### src/rtl/mem_bus_ctrl.sv
// Bus controller that multiplexes the core's fetch and data ports onto a shared 8-bit
// bidirectional memory bus, with read turnaround, ready handshake and a data-phase timeout.
module mem_bus_ctrl #(
   parameter int TURN_CYCLES = 1,
   parameter int TIMEOUT     = 15
) (
   input  logic       clk,
   input  logic       rst,
   input  logic       fetch_req,
   input  logic [7:0] fetch_addr,
   output logic       fetch_ack,
   output logic [7:0] fetch_data,
   input  logic       dmem_req,
   input  logic       dmem_we,
   input  logic [7:0] dmem_addr,
   input  logic [7:0] dmem_wdata,
   output logic       dmem_ack,
   output logic [7:0] dmem_rdata,
   output logic       err,
   output logic       rw_mem,
   output logic [7:0] mem_out,
   input  logic [7:0] mem_in,
   output logic       mem_ale,
   output logic       mem_we,
   input  logic       mem_rdy,
   output logic       busy
);

   localparam int WW = $clog2(TIMEOUT + 1);
   localparam int TW = (TURN_CYCLES > 1) ? $clog2(TURN_CYCLES) : 1;
   localparam logic [WW-1:0] WaitLast = WW'(TIMEOUT - 1);
   localparam logic [TW-1:0] TurnLast = TW'(TURN_CYCLES - 1);

   typedef enum logic [2:0] {
      Idle,
      Addr,
      Turn,
      RData,
      WData,
      Done
   } state_t;

   state_t        state_q, state_d;
   logic          gntFetch_q, gntFetch_d;
   logic [1:0]    starve_q, starve_d;
   logic          we_q, we_d;
   logic [7:0]    addr_q, addr_d;
   logic [7:0]    wdata_q, wdata_d;
   logic [WW-1:0] wait_q, wait_d;
   logic [TW-1:0] turn_q, turn_d;
   logic          timedOut_q, timedOut_d;
   logic [7:0]    fetchData_q, fetchData_d;
   logic [7:0]    dmemRdata_q, dmemRdata_d;

   always_ff @(posedge clk or posedge rst) begin
      if (rst) begin
         state_q     <= Idle;
         gntFetch_q  <= 1'b0;
         starve_q    <= 2'd0;
         we_q        <= 1'b0;
         addr_q      <= 8'h00;
         wdata_q     <= 8'h00;
         wait_q      <= '0;
         turn_q      <= '0;
         timedOut_q  <= 1'b0;
         fetchData_q <= 8'h00;
         dmemRdata_q <= 8'h00;
      end else begin
         state_q     <= state_d;
         gntFetch_q  <= gntFetch_d;
         starve_q    <= starve_d;
         we_q        <= we_d;
         addr_q      <= addr_d;
         wdata_q     <= wdata_d;
         wait_q      <= wait_d;
         turn_q      <= turn_d;
         timedOut_q  <= timedOut_d;
         fetchData_q <= fetchData_d;
         dmemRdata_q <= dmemRdata_d;
      end
   end

   always_comb begin
      state_d     = state_q;
      gntFetch_d  = gntFetch_q;
      starve_d    = starve_q;
      we_d        = we_q;
      addr_d      = addr_q;
      wdata_d     = wdata_q;
      wait_d      = wait_q;
      turn_d      = turn_q;
      timedOut_d  = timedOut_q;
      fetchData_d = fetchData_q;
      dmemRdata_d = dmemRdata_q;

      unique case (state_q)
         Idle: begin
            wait_d     = '0;
            turn_d     = '0;
            timedOut_d = 1'b0;
            // Data port has priority unless fetch has already lost two grants in a row
            if (fetch_req && (!dmem_req || starve_q == 2'd2)) begin
               gntFetch_d = 1'b1;
               we_d       = 1'b0;
               addr_d     = fetch_addr;
               starve_d   = 2'd0;
               state_d    = Addr;
            end else if (dmem_req) begin
               gntFetch_d = 1'b0;
               we_d       = dmem_we;
               addr_d     = dmem_addr;
               wdata_d    = dmem_wdata;
               starve_d   = fetch_req ? starve_q + 2'd1 : 2'd0;
               state_d    = Addr;
            end
         end
         Addr: begin
            state_d = we_q ? WData : Turn;
         end
         Turn: begin
            if (turn_q == TurnLast) begin
               turn_d  = '0;
               state_d = RData;
            end else begin
               turn_d = turn_q + 1'b1;
            end
         end
         RData: begin
            if (mem_rdy || wait_q == WaitLast) begin
               timedOut_d = !mem_rdy;
               if (gntFetch_q) fetchData_d = mem_rdy ? mem_in : 8'hFF;
               else            dmemRdata_d = mem_rdy ? mem_in : 8'hFF;
               state_d = Done;
            end else begin
               wait_d = wait_q + 1'b1;
            end
         end
         WData: begin
            if (mem_rdy || wait_q == WaitLast) begin
               timedOut_d = !mem_rdy;
               state_d    = Done;
            end else begin
               wait_d = wait_q + 1'b1;
            end
         end
         Done: begin
            state_d = Idle;
         end
         default: begin
            state_d = Idle;
         end
      endcase
   end

   // The bus is only driven in the address and write-data phases
   assign busy       = (state_q != Idle);
   assign rw_mem     = (state_q == Addr) || (state_q == WData);
   assign mem_ale    = (state_q == Addr);
   assign mem_we     = (state_q == WData);
   assign mem_out    = (state_q == Addr)  ? addr_q :
                       (state_q == WData) ? wdata_q : 8'h00;
   assign fetch_ack  = (state_q == Done) && gntFetch_q;
   assign dmem_ack   = (state_q == Done) && !gntFetch_q;
   assign err        = (state_q == Done) && timedOut_q;
   assign fetch_data = fetchData_q;
   assign dmem_rdata = dmemRdata_q;

endmodule

### config.mk
export PLATFORM = sky130hd
export DESIGN_NAME = mem_bus_ctrl
export DESIGN_NICKNAME = d
export VERILOG_FILES = /design/src/rtl/mem_bus_ctrl.sv
export SDC_FILE = /design/constraint.sdc
export NUM_CORES = 1
export LEC_CHECK = 0
export BUFFER_PORTS_ARGS = -buffer_cell sky130_fd_sc_hd__buf_2
export CAP_MARGIN = 10
export CORE_ASPECT_RATIO = 0.9
export CORE_MARGIN = 10
export CORE_UTILIZATION = 54
export DETAILED_ROUTE_END_ITERATION = 12
export GPL_ROUTABILITY_DRIVEN = 0
export PLACE_DENSITY = 0.84
export SLEW_MARGIN = 0
export SYNTH_ARGS = -nofsm -noshare
export SYNTH_HDL_FRONTEND = slang
export SYNTH_SLANG_ARGS = --single-unit
export TNS_END_PERCENT = 50
### constraint.sdc
create_clock -name clk -period 2.9 [get_ports clk]
set_clock_uncertainty 0.1 [all_clocks]
set_input_delay 0.29 -clock clk [delete_from_list [all_inputs] [get_ports clk]]
set_output_delay 0.29 -clock clk [all_outputs]
set_load 0.005 [all_outputs]
==> reports/metrics.csv <==
metric;value;unit
hold_class;in -> async;
critical_path_required;2.51;ns
antenna_found_initial;0;
ys_seq_elements;44;
crit_fanout;10;
status;finished with violations;
clock_path_buffers;2;
dieArea;6710;sq um
drive_gt1_frac;0.369;
worst_ep_arrival_time;1.86;ns
fin_nets;311;
insertion_delay;0.30;ns
path_clk_slew;0.08;ns
intPower;1.58;mW
rsz0062_at_grt;no;
synth_simple_gate_area_frac;0.153;
final_cell_area;2540;sq um
drv_cap;0;
overflow;0;
hold_ws;-0.00652;ns
p_clk_frac;0.160;
p_seq_frac;0.446;
drt_iter0_drc;53;
core_area;3700;sq um
cts.sinks;44;
io_pins;69;
synth_compound_area_frac;0.159;
drc;0;
worstMarginPinSlew;1.01;ns
async_flop_share;1.00;
antenna_cells;0;
die_height;78.7;um
power.switching;920;uW
cts_made_buffers;5;
synth_cells;199;
startpoint_type;flop;
rows;21;
fin_crit;2.25;ns
via_count;1699;
syn_nets;240;
power.density;987;nW/um^2
yosys.area_share.xor_xnor;0;
setup.worst_path.end_class;output pin;
synth_edf_count;0;
r2r-start;wait_q[0]$_DFFE_PP0P_;
startpoint;state_q[0]$_DFFE_PP0P_;
placed_cell_area;2440;sq um
drt_pre_antenna_iters;4;
finalHoldViolCount;25;
cts_tree;built;
avgSynthCellArea;10.4;sq um
fin_crit_sh;0.774;
netlist_area;2070;sq um
swShare;0.368;
failed_checks;negative hold slack;
via_per_inst;5.36;
fin_tns_setup;0;ns
ys_types;40;
grt_pass1_wl;8090;um
synth_top_family_by_area;compound AO/OA/AOI/OAI gates;
cts_resized;0;
ant_nets;0;
fmax;445;MHz
muxShareOfSynthArea;0.0975;
synth_warnings;0;
vdd_drop_max;0.502;mV
slew-limit-headroom;0.323;
syn_to_final_growth;22.7;%
first_global_vias;1829;
post_cts_buffers;0;
finalPower;2.50;mW
dp_hpwl;3710;um
start_util;0.558;
yosys_most_used_dff;dfrtp_1;
finalWirelength;4860;um
r2r_slack;0.84;ns
io_buffers;68;
cts_hold_buf;0;
grtUsageTotal;0.145;
grt_max_degree;30;
p_comb_frac;0.394;
wl_per_cell;15.3;um
htree_levels;2;
slew_violations;0;
die_width;85.2;um
p_leak;1.30;nW
synth-seq-area-share;0.533;
cts_root_buf;clkbuf_8;
synth_fa_ha_area_frac;0.0182;
path_class;reg -> out;
setup-violations-final;0;
through the flow:
stage,setup slack [ns],std cells,utilization,hold slack [ns]
floorplan,1.22,199,-,0.287
global placement,0.922,309,0.659,0.341
detailed placement,0.865,309,0.659,0.339
CTS,0.628,317,0.685,0.0120
global route,0.530,317,0.685,0.0376
finish,0.654,317,0.685,-0.00652
cell type report:
type                            count  area [sq um]
Clock buffer                        7          86.3
Clock inverter                      1          7.51
Tap cell                           46          57.6
Fill cell                         285          1170
Multi-Input combinational cell    139           883
Timing Repair Buffer               72           370
Sequential cell                    44          1100
Inverter                            8          30.0
power by group through the flow:
stage / Clock, mW / Combinational (mW) / Sequential, mW
6_report: 0.401 / 0.986 / 1.12
5_1_grt: 0.435 / 1.12 / 1.16
4_1_cts: 0.410 / 1.01 / 1.12
3_5_place_dp: 0 / 1.00 / 1.13
3_3_place_gp: 0 / 0.962 / 1.12
2_1_floorplan: 0 / 0.649 / 1.08
cells in the mapped netlist, drive strengths merged, types with 2 or more instances:
master | instances | area, sq um
nor3b | 2 | 20.0
nor2 | 25 | 96.4
or2b | 2 | 16.3
mux2i | 10 | 100
nand3 | 2 | 15.0
dfrtp | 44 | 1100
clkbuf | 2 | 7.51
buf | 6 | 45.0
inv | 7 | 26.3
o21ai | 23 | 123
a31o | 2 | 17.5
nand2 | 23 | 86.3
nor3 | 2 | 21.3
ha | 3 | 37.5
mux2 | 9 | 101
a31oi | 2 | 12.5
a21oi | 12 | 60.1
a22o | 9 | 78.8
and3 | 2 | 12.5
placed cells by master, fill, tap and decap left out, types with 2 or more instances in the layout:
cell type	n
clkinv_1	2
a31o_2	2
dfrtp_1	44
nor2_1	24
clkbuf_8	6
buf_4	4
o21ai_2	2
o21ai_0	13
o21ai_1	8
nand2_1	23
inv_1	6
a22o_1	9
mux2i_1	10
a21oi_1	12
ha_1	3
a31oi_1	2
and3_1	2
mux2_2	9
buf_2	68
worst max-delay path: stages, from the launching register on:
cell	delay (ns)
dfrtp_1	0.52
or2b_2	0.36
nor2_2	0.36
a22o_1	0.21
buf_2	0.11
registers in the layout, indices dropped and copies added, names as in the netlist:
name	flops
wdata_q	8
gntFetch_q	1
wait_q	4
timedOut_q	1
dmem_rdata	8
addr_q	8
we_q	1
starve_q	2
fetch_data	8
state_q	3
kinds of logic after synthesis:
kind of cell	Yosys count
flops	44
fa+ha+maj	3
mux	19
compound gates	53
simple gates	64
buf+inv	16
worst paths after layout:
kind	depth (start not counted)	end
max in group asynchronous	3	starve_q[1]$_DFFE_PP0P_
hold / removal	2	fetch_data[5]$_DFFE_PP0P_
setup reg to reg	6	fetch_data[0]$_DFFE_PP0P_
hold reg to reg	2	dmem_rdata[4]$_DFFE_PP0P_
setup / recovery	4	mem_out[3]
min in group clk	2	wdata_q[0]$_DFFE_PP0P_
routing by layer:
| layer | up-vias | part of all wire | global-route usage |
|---|---|---|---|
| li1 | 838 | - | - |
| met1 | 792 | 0.44 | 0.163 |
| met2 | 62 | 0.45 | 0.236 |
| met3 | 7 | 0.10 | 0.0755 |
| met4 | 0 | 0.011 | 0.0411 |
| met5 | - | 0 | 0 |
Note: power is estimated with default switching activity, not from simulation.
